`config.mk`:
```
export PLATFORM = sky130hd
export DESIGN_NAME = dmem_responder
export DESIGN_NICKNAME = d
export VERILOG_FILES = /design/src/rtl/rv32imc_types.sv /design/src/rtl/dmem_responder.sv
export SDC_FILE = /design/constraint.sdc
export NUM_CORES = 1
export LEC_CHECK = 0
export BUFFER_PORTS_ARGS = -buffer_cell sky130_fd_sc_hd__buf_2
export CORE_MARGIN = 2
export CORE_UTILIZATION = 25
export DETAILED_ROUTE_END_ITERATION = 6
export HOLD_SLACK_MARGIN = 0.06
export SYNTH_ARGS = -nofsm -noshare
export SYNTH_HDL_FRONTEND = slang
export SYNTH_SLANG_ARGS = --single-unit
export TNS_END_PERCENT = 30
```
`constraint.sdc`:
```
create_clock -name clk -period 1.66 [get_ports clk]
set_clock_uncertainty 0.05 [all_clocks]
set_input_delay 0.083 -clock clk [delete_from_list [all_inputs] [get_ports clk]]
set_output_delay 0.083 -clock clk [all_outputs]
set_load 0.03 [all_outputs]
```
`src/rtl/rv32imc_types.sv`:
```
// ============================================================================
//  Module      : rv32imc_types (package)
//  Description : Shared types for the rv32imc data-memory path. Holds the
//                dmem responder state encoding and the latched request
//                record.
//  Revision    : 1.0 - initial release
// ============================================================================
`default_nettype none

package rv32imc_types;

  // Responder sequencing states
  typedef enum logic [1:0] {
    IDLE   = 2'd0,
    WAIT   = 2'd1,
    ACCESS = 2'd2,
    RESP   = 2'd3
  } dmem_rsp_state_t;

  // Request captured on accept. addr is a word address; only the low
  // SRAM_ADDR_W bits are meaningful for a given responder instance.
  typedef struct packed {
    logic [29:0] addr;
    logic [3:0]  rmask;
    logic [3:0]  wmask;
    logic [31:0] wdata;
  } dmem_req_t;

  // Width of the inline wait-state down-counter (supports 0..15 waits)
  localparam int unsigned DMEM_WCNT_W = 4;

endpackage

`default_nettype wire

```
`src/rtl/dmem_responder.sv`:
```
// ============================================================================
//  Module      : dmem_responder
//  Description : Responder end of the CPU data-memory port. Accepts
//                single-cycle read/write requests, optionally waits
//                WAIT_CYCLES cycles, performs one access on a synchronous
//                single-port SRAM and returns a one-cycle dmem_resp pulse
//                (latency WAIT_CYCLES+2 from the request cycle).
//  Ports       : clk, rst (sync, active-high)
//                dmem_addr/rmask/wmask/wdata -> request from memory stage
//                dmem_rdata/dmem_resp        -> completion to memory stage
//                sram_en/we/addr/wdata       -> SRAM macro controls
//                sram_rdata                  <- SRAM read data (1-cycle)
//                busy                        -> request outstanding
//                proto_err                   -> sticky protocol violation
//  Options     : `define DMEM_RESPONDER_PROTO_CHECK_EN enables the sticky
//                proto_err flag and simulation assertions; otherwise
//                proto_err is tied low.
//  Revision    : 1.0 - initial release
// ============================================================================
`default_nettype none

module dmem_responder
  import rv32imc_types::*;
#(
  parameter int unsigned SRAM_ADDR_W = 10,
  parameter int unsigned WAIT_CYCLES = 1
) (
  input  logic                   clk,
  input  logic                   rst,
  input  logic [31:0]            dmem_addr,
  input  logic [3:0]             dmem_rmask,
  input  logic [3:0]             dmem_wmask,
  input  logic [31:0]            dmem_wdata,
  output logic [31:0]            dmem_rdata,
  output logic                   dmem_resp,
  output logic                   sram_en,
  output logic [3:0]             sram_we,
  output logic [SRAM_ADDR_W-1:0] sram_addr,
  output logic [31:0]            sram_wdata,
  input  logic [31:0]            sram_rdata,
  output logic                   busy,
  output logic                   proto_err
);

  // Counter preload on WAIT entry; unused when there are no wait states
  localparam logic [DMEM_WCNT_W-1:0] c_WAIT_LOAD =
    (WAIT_CYCLES > 0) ? DMEM_WCNT_W'(WAIT_CYCLES - 1) : '0;
  localparam dmem_rsp_state_t c_FIRST_STATE = (WAIT_CYCLES > 0) ? WAIT : ACCESS;

  dmem_rsp_state_t        state_q, state_d;
  logic [DMEM_WCNT_W-1:0] cnt_q, cnt_d;
  dmem_req_t              req_q, req_d;

  logic w_req;
  logic w_both;
  logic w_violation;
  logic w_is_read;

  assign w_req  = |(dmem_rmask | dmem_wmask);
  assign w_both = (|dmem_rmask) && (|dmem_wmask);

  always_comb begin
    state_d     = state_q;
    cnt_d       = cnt_q;
    req_d       = req_q;
    w_violation = 1'b0;
    case (state_q)
      // RESP accepts like IDLE so the CPU can chain requests with no bubble
      IDLE, RESP: begin
        if (w_req) begin
          req_d.addr  = 30'(dmem_addr[SRAM_ADDR_W+1:2]);
          req_d.rmask = dmem_rmask;
          req_d.wmask = dmem_wmask;
          req_d.wdata = dmem_wdata;
          state_d     = c_FIRST_STATE;
          cnt_d       = c_WAIT_LOAD;
          w_violation = w_both;
        end else if (state_q == RESP) begin
          state_d = IDLE;
        end
      end
      WAIT: begin
        // Requests here are dropped without touching the latched one
        w_violation = w_req;
        if (cnt_q == '0) begin
          state_d = ACCESS;
        end else begin
          cnt_d = cnt_q - 1'b1;
        end
      end
      ACCESS: begin
        w_violation = w_req;
        state_d     = RESP;
      end
      default: state_d = IDLE;
    endcase
  end

  always_ff @(posedge clk) begin
    if (rst) begin
      state_q <= IDLE;
      cnt_q   <= '0;
      req_q   <= '0;
    end else begin
      state_q <= state_d;
      cnt_q   <= cnt_d;
      req_q   <= req_d;
    end
  end

  // A request with both masks set is treated as a write, so it returns 0
  assign w_is_read = (|req_q.rmask) && !(|req_q.wmask);

  assign dmem_resp  = (state_q == RESP);
  assign dmem_rdata = (dmem_resp && w_is_read) ? sram_rdata : 32'h0;
  // Decoded from the current state, so an ACCESS cycle that coincides with
  // rst still drives the SRAM; the reset takes effect on the next cycle.
  assign sram_en    = (state_q == ACCESS);
  assign sram_we    = sram_en ? req_q.wmask : 4'h0;
  assign sram_addr  = req_q.addr[SRAM_ADDR_W-1:0];
  assign sram_wdata = req_q.wdata;
  assign busy       = (state_q != IDLE);

`ifdef DMEM_RESPONDER_PROTO_CHECK_EN
  logic proto_err_q;

  always_ff @(posedge clk) begin
    if (rst) begin
      proto_err_q <= 1'b0;
    end else if (w_violation) begin
      proto_err_q <= 1'b1;
    end
  end

  assign proto_err = proto_err_q;

`ifndef SYNTHESIS
  a_no_violation : assert property (@(posedge clk) disable iff (rst) !w_violation)
    else $error("dmem_responder: protocol violation (overlapping request or rmask&wmask both set)");
`endif
`else
  assign proto_err = 1'b0;

  logic w_unused_violation;
  assign w_unused_violation = w_violation;
`endif

  // Address bits outside the SRAM word range are intentionally ignored
  logic w_unused_addr;
  assign w_unused_addr = ^{dmem_addr[31:SRAM_ADDR_W+2], dmem_addr[1:0],
                           req_q.addr[29:SRAM_ADDR_W]};

endmodule

`default_nettype wire

```
Word-level counts from Yosys, hierarchy flattened:

Cells that the tools add are included.

* flip-flop bits (word level): 56
* latch bits: 0
* RAM bits: 0
* ROM bits: 0
* memories kept: 0

* add/subtract/negate cells: 1
* $mul: 0
* divide/modulo/power cells: 0
* $lt $le $gt $ge: 0
* equal/unequal tests: 7
* shifts and indexed selects: 0
* multiplexer cells: 9
* bitwise operators: 1
* reduce and logical (&&, ||, !) cells: 14

Operators with widths (count)
* two-way mux 32 bit: 1
* two-way mux 4 bit: 3
* OR reduction 4 bit: 3
* one-hot mux 4 bit (2 select lines): 1
* two-way mux 2 bit: 3
* inequality test 2 bit, second input constant: 3
* one-hot mux 2 bit (3 select lines): 1
* == test 2 bit, second input constant: 2
* logical NOT 4 bit: 1
* OR 4 bit: 1
* AND reduction 2 bit: 2
* nonzero test 2 bit: 2
* subtractor 4 x 1 -> 4 bit, second input constant: 1
* inequality test 3 bit, second input constant: 1
* AND reduction 3 bit: 1
* == test 2 x 1 -> 1 bit, second input constant: 1
* logical AND 1 bit: 2
* logical NOT 2 bit: 1
* OR reduction 2 bit: 1
* logical NOT 1 bit: 1

Longest topological paths before layout:

Gate-level depths: netlist of the first run.

* depth in word-level cells: 5
* mapped depth: 7
* mapped depth without buffers: 6

Least setup slack after synthesis of the first run:

No wires, ideal clock.

* path kind: register -> register
* start: register state_q[0]
* end: register req_q[32] in the netlist's numbering
* setup time: 128 ps
* arrival: 1520 ps
* slack: -38 ps
* stages on the path, launching flop included: 7
* path buffers: 1
* clock period less this slack: 1698 ps
* cells stage by stage: dfxtp_1 > inv_1 > ha_1 > a21oi_1 > buf_2 > mux2i_1 > nor2_1

* word-level cells in the longest chain between the ends: 3

RTL lines
* start, declared: line dmem_responder.sv:50 `dmem_rsp_state_t state_q, state_d;`
* start signal, assigned: line dmem_responder.sv:105 `state_q <= state_d;`
* == test 2 bit or logical NOT 2 bit (tied branches): line dmem_responder.sv:67 `case (state_q)`
* OR reduction 2 bit (*): line dmem_responder.sv:67
* AND reduction 2 bit (no source line) (*)
* end signal, assigned: line dmem_responder.sv:107 `req_q <= req_d;`
* end, declared: line dmem_responder.sv:52 `dmem_req_t req_q, req_d;`

Every way passes the cells marked *; elsewhere a longest branch is shown, timed or not.
A chain may end at the register's enable or synchronous reset.

Final worst setup path of the first run:

* start: register req_q[35] in the netlist's numbering
* end: output dmem_rdata[29]

* word-level cells in the longest chain between the ends: 5

RTL lines
* OR reduction 4 bit: line dmem_responder.sv:112 `assign w_is_read = (|req_q.rmask) && !(|req_q.wmask);`
* logical NOT 1 bit: line dmem_responder.sv:112
* logical AND 1 bit: line dmem_responder.sv:112
* logical AND 1 bit: line dmem_responder.sv:115 `assign dmem_rdata = (dmem_resp && w_is_read) ? sram_rdata : 32'h0;`
* two-way mux 32 bit: line dmem_responder.sv:115
* end, declared: line dmem_responder.sv:34 `output logic [31:0] dmem_rdata,`

No other way between the ends.

==> reports/results.ini, run 1 <==
[status]
outcome = finished with violations
violations = negative setup slack

[yosys]
ys_ff_latch = 56
ys_seq_area_share_pct = 41.0
ys_types = 30
synthTopCellsByArea = dfxtp_1 41%, buf_4 12%, nand2_1 12%
synth_ff_type = dfxtp_1
avgSynthCellArea_um2 = 7.98
ys_warn_count = 0
yosysTopAreaCellShare_pct = 41.0
syn_area_um2 = 2740
synth-edff-count = 0
async_reset_ff_share_pct = 0
synthesis.nets = 454
yosysTopAreaCell = dfxtp_1
synth_cells = 343

[cells_and_area]
antennaDiodeCount = 0
fillers = 1069
fin_util_pct = 42.3
fin_nets = 635
final_cell_mix = 132 x buf_2, 85 x nand2_1, 53 x dfxtp_1
synthToLayoutAreaGrowth_pct = 66.1
mostFrequentLayoutCell = buf_2
layout-drive-gt1-share_pct = 46.5
stdcell_count = 663
ff_latch_area_um2 = 1120
multi_input_comb_area_um2 = 1350
finalInstanceArea_um2 = 4550

[setup_path]
cpPeakStageDelay_ns = 0.34
crit_chain = nor4_4 -> nand2_2 -> nor2_4 -> buf_6 -> and2_4 -> buf_6
reg2reg_slack_ns = 0.08
rr_worst_depth = 8
cp_data_required_time_ns = 1.53
cp_max_fo = 8
start_kind = flip-flop
cpMostUsedCell = buf_6
cp_top_family = simple AND/OR/NAND/NOR gates
critPathSlowestCell = dfxtp_2
r2r-start = state_q[0]
regToRegEndpoint = sram_wdata[9]
worst_ep_arrival_time_ns = 1.67
critPathKind = flip-flop to primary output
worst-path-buf-inv = 2
end_kind = primary output

[clocking]
cts.path.max_buffers = 2
path_clk_slew_ns = 0.10
clk_latency_ns = 0.30
numCtsBuffers = 5
htree_levels = 2
tritoncts = yes
cts_sinks = 56
cts-root-buf = clkbuf_8

[floorplan]
initial_utilization_pct = 25.5
rows = 38
die_x_um = 109
die_area_um2 = 11800
die_h_um = 109
coreArea_um2 = 10700
num_io_pins = 188

[sta]
setup_viol = 32
hold_viol_final = 0
fin_setup_tns_ns = -4.16
grt_setup_unrepaired = true
finalWorstSetupSlack_ns = -0.148
min_period_over_period_pct = 109
finalMaxSlewViolations = 0
layout_min_cycle_time_ns = 1.81
fmax_ghz = 0.553

[pwr]
vdd_drop_max_mv = 0.581
powerDensity_nw_per_um2 = 1600
p_leak_uw = 0.00220

[global_routing]
first_global_vias = 2861
antenna_found_initial = 0
grt_pass1_wl_um = 13000
grt.total_usage_pct = 14.1
grt_start_max_net_pins = 31
grt_overflow = 0

[place]
post-dp-hpwl_um = 5910
port_buffers = 164
place.gp.congestion = 0.885
placed_area_um2 = 3550
place_inst = 604

[worst_hold_path]
hp-class = input pin to flip-flop
whs_path_depth = 3
holdCritStartpoint = dmem_wmask[2]
min_to = req_q[34]

[routing]
finalWirelength_um = 8620
vias = 2901
drc = 0
dr.pass1.iters = 4
wire_per_inst_um = 13.0
viasPerCell = 4.38
drt-initial-drc-count = 123
antenna_left = 0

[job]
cap_violations = 0

-- power breakdown --
part	switching (uW)	internal (uW)	leakage, uW
Clock	414	434	0.0000501
Sequential	231	1790	0.000464
Combinational	2550	1840	0.00168
-- logic make-up after synthesis --
kind of cell,share of synthesized area [%]
adder cells (fa/ha/maj),2.29
other,0.137
multiplexers,2.93
buffers and inverters,15.9
flip-flops,41.0
AND/OR/NAND/NOR,25.9
AO/OA/AOI/OAI,11.8
-- worst reg2reg max path: cells and delay by family (launching register included) --
| kind | cells | cell delay [ns] |
|---|---|---|
| flops | 1 | 0.33 |
| compound gates | 2 | 0.25 |
| simple gates | 1 | 0.08 |
| buf+inv | 4 | 0.58 |
| fa+ha+maj | 1 | 0.23 |
-- registers in the layout, summed over array words and instances, names as in the netlist --
| register | cells |
|---|---|
| sram_wdata | 32 |
| cnt_q | 4 |
| state_q | 2 |
| req_q | 8 |
| sram_addr | 10 |
-- cells in the mapped netlist, types with 2 or more instances --
cell and instances:
mux2i_1 8, dfxtp_1 56, nor2_1 10, clkbuf_1 14, buf_2 6, a311oi_1 2, o31ai_1 3, buf_4 43
nor4_1 2, and2_1 36, nor4b_1 2, inv_1 8, nor4_4 2, a21oi_1 44, a21o_1 3, ha_1 5
nand2_1 86
-- worst max path at each step --
stage	start	end	cells past startpoint
2_1_floorplan	state_q[0]	dmem_rdata[10]	5
3_3_place_gp	state_q[1]	sram_wdata[23]	8
3_5_place_dp	state_q[0]	sram_wdata[24]	8
4_1_cts	req_q[35]	dmem_rdata[21]	6
5_1_grt	req_q[35]	dmem_rdata[29]	6
6_report	req_q[35]	dmem_rdata[29]	6
-- per-stage QoR --
stage	worst slack (ns)	hold slack [ns]	total power [uW]
after floorplan	0.0114	0.169	4980
after global placement	0.0206	0.275	5990
after detailed placement	-0.0184	0.279	6070
after CTS	-0.138	0.0793	7230
after global routing	-0.250	0.0780	7810
final	-0.148	0.0822	7260
-- metal layers --
metal  GRT usage, %  part of all wire, %  vias to the layer above
li1               -                    -                     1432
met1           14.4                   38                     1319
met2           27.2                   52                      138
met3           3.41                  7.9                       12
met4           5.68                  2.2                        0
met5              0                    0                        -
-- final cells by class --
cell class,instances,share of cell area (%)
clock buffers,5,1.51
inverters,8,0.661
well taps,140,3.85
multi-input cells,216,29.6
repair buffers,237,39.0
clock inverters,1,0.661
flip-flops and latches,56,24.7
-- what timing repair did --
item | 4_1_cts | 5_1_grt
endpoints found under the hold margin | 50 | 0
resized for setup | 98 | 22
cloned | 3 | 0
endpoints found under the setup margin | 71 | 83
pin swaps | 23 | 14
setup buffers | 0 | 0
hold buffers | 50 | 0
Power figures use the tool's default switching activity.
==> run 2: changes to the inputs <==
ABC_AREA = 1   (was unset)
==> reports/results.ini, run 2 <==
[status]
outcome = finished with violations
violations = negative setup slack

[yosys]
ys_types = 23
ys_ff_latch = 56
yosysTopAreaCellShare_pct = 39.8
async_reset_ff_share_pct = 0
ys_seq_area_share_pct = 39.8
synth.most_common_cell = nor2_1
ys_warn_count = 0
yosysTopAreaCell = dfxtp_1
synth-edff-count = 0
avgSynthCellArea_um2 = 6.94
syn_area_um2 = 2820
synth_ff_type = dfxtp_1
synth_cells = 406
synthTopCellsByArea = dfxtp_1 40%, nor2_1 20%, buf_4 11%
synthesis.nets = 517
synth_common_cells = 147 x nor2_1, 56 x dfxtp_1, 47 x inv_1

[clocking]
clk_latency_ns = 0.29
numCtsBuffers = 5
tritoncts = yes
cts-root-buf = clkbuf_16
path_clk_slew_ns = 0.07
cts.path.max_buffers = 2
cts_sinks = 56
htree_levels = 2

[cells_and_area]
final_cell_mix = 132 x buf_2, 118 x nor2_1, 53 x dfxtp_1
ff_latch_area_um2 = 1130
multi_input_comb_area_um2 = 1190
layout-drive-gt1-share_pct = 38.7
synthToLayoutAreaGrowth_pct = 60.2
fin_nets = 689
fillers = 1087
mostFrequentLayoutCell = buf_2
antennaDiodeCount = 0
largest_register_ff_count = 32
finalInstanceArea_um2 = 4510

[pwr]
p_leak_uw = 0.00232
fin_total_pwr_uw = 7730
powerDensity_nw_per_um2 = 1710
vdd_drop_max_mv = 0.665

[sta]
hold_viol_final = 0
setup_viol = 32
fmax_ghz = 0.584
finalMaxSlewViolations = 0
layout_min_cycle_time_ns = 1.71
finalWorstSetupSlack_ns = -0.0529
min_period_over_period_pct = 103
grt_setup_unrepaired = true

[job]
cap_violations = 0

[setup_path]
end_kind = primary output
critPathKind = flip-flop to primary output
worst_ep_arrival_time_ns = 1.58
cp_max_fo = 16
rr_worst_depth = 8
start_kind = flip-flop
cp_data_required_time_ns = 1.53

[global_routing]
first_global_vias = 2932
antenna_found_initial = 0
grt.total_usage_pct = 12.9
grt_pass1_wl_um = 12400
grt_overflow = 0
grt_start_max_net_pins = 40

[place]
port_buffers = 164
placed_area_um2 = 3480
post-dp-hpwl_um = 5470
place.gp.congestion = 0.736

[floorplan]
coreArea_um2 = 10900
die_area_um2 = 12100
initial_utilization_pct = 25.8
die_x_um = 110
die_h_um = 110
num_io_pins = 188
rows = 38

[routing]
wire_per_inst_um = 11.6
vias = 3021
drc = 0
dr.pass1.iters = 4
antenna_left = 0
finalWirelength_um = 8330
drt-initial-drc-count = 78
viasPerCell = 4.20

[worst_hold_path]
whs_path_depth = 4
hp-class = input pin to primary output

-- run 2: changes by cell type in the layout (fill, tap and decap cells not counted), moves of 25 or more --
cell / previous run / this run
inv_1: 7 / 47
o21ai_0: 1 / 38
nor2_2: 0 / 25
a21oi_1: 40 / 3
and2_4: 30 / 0
nand2_1: 85 / 18
nor2_1: 9 / 118
-- run 2: path summary, 6_finish.rpt --
| kind | startpoint | end | slack [ns] |
|---|---|---|---|
| worst min-delay path | sram_rdata[23] | dmem_rdata[23] | 0.43 |
| worst max register to register | state_q[0] | state_q[0] | 0.14 |
| worst min register to register | cnt_q[2] | cnt_q[2] | 0.45 |
| worst max-delay path | req_q[32] | dmem_rdata[16] | -0.05 |
-- run 2: routing by layer --
metal	wire (um)	vias to the layer above	part of all wire, %	track usage [%]
met5	0	-	0	0
met4	99	0	1.2	3.75
met3	628	8	7.5	2.47
met2	4360	124	52	27.1
met1	3240	1366	39	12.4
li1	-	1523	-	-
-- run 2: cell type report --
cell class	count	area share (%)
Sequential cell	56	25.0
Clock inverter	3	0.499
Inverter	49	4.19
Tap cell	140	3.88
Clock buffer	5	2.77
Timing Repair Buffer	226	37.2
Multi-Input combinational cell	240	26.5
-- run 2: timing repair --
item,CTS,global route
setup endpoints to repair,35,84
buffers inserted,2,0
resized for setup,78,30
endpoints found under the hold margin,52,0
hold buffers,51,0
pin swaps,2,2
cloned,1,0
-- run 2: critical path: stages, from the launching register on --
cell	delay, ns
dfxtp_4	0.36
nor4_4	0.26
nand3b_1	0.12
buf_6	0.15
buf_12	0.15
nor2_2	0.11
buf_6	0.14
-- run 2: where the power goes --
part	internal [uW]	total (uW)	switching, uW
sequential	2020	2370	350
combinational	1460	4290	2830
clock	566	1070	506
total	4040	7730	3690
-- run 2: cell families (layout without fill, tap and decap cells) --
| group | count (synthesis) | count (layout) | synth area share, % |
|---|---|---|---|
| fa+ha+maj | 5 | 5 | 2.22 |
| other cells | 1 | 1 | 0.133 |
| buf+inv | 110 | 283 | 22.5 |
| flops | 56 | 56 | 39.8 |
| compound gates | 57 | 57 | 10.1 |
| simple gates | 177 | 177 | 25.2 |
-- run 2: per-stage QoR --
stage	instances	hold slack, ns	setup TNS (ns)	util, %	setup slack (ns)
after floorplan	406	0.102	0	-	0.0143
after global placement	657	0.254	0	31.8	0.0162
after detailed placement	657	0.261	-0.0570	31.8	-0.0374
after CTS	719	0.427	-1.21	40.3	-0.0511
after global routing	719	0.443	-4.92	41.3	-0.176
final	719	0.429	-1.28	41.3	-0.0529
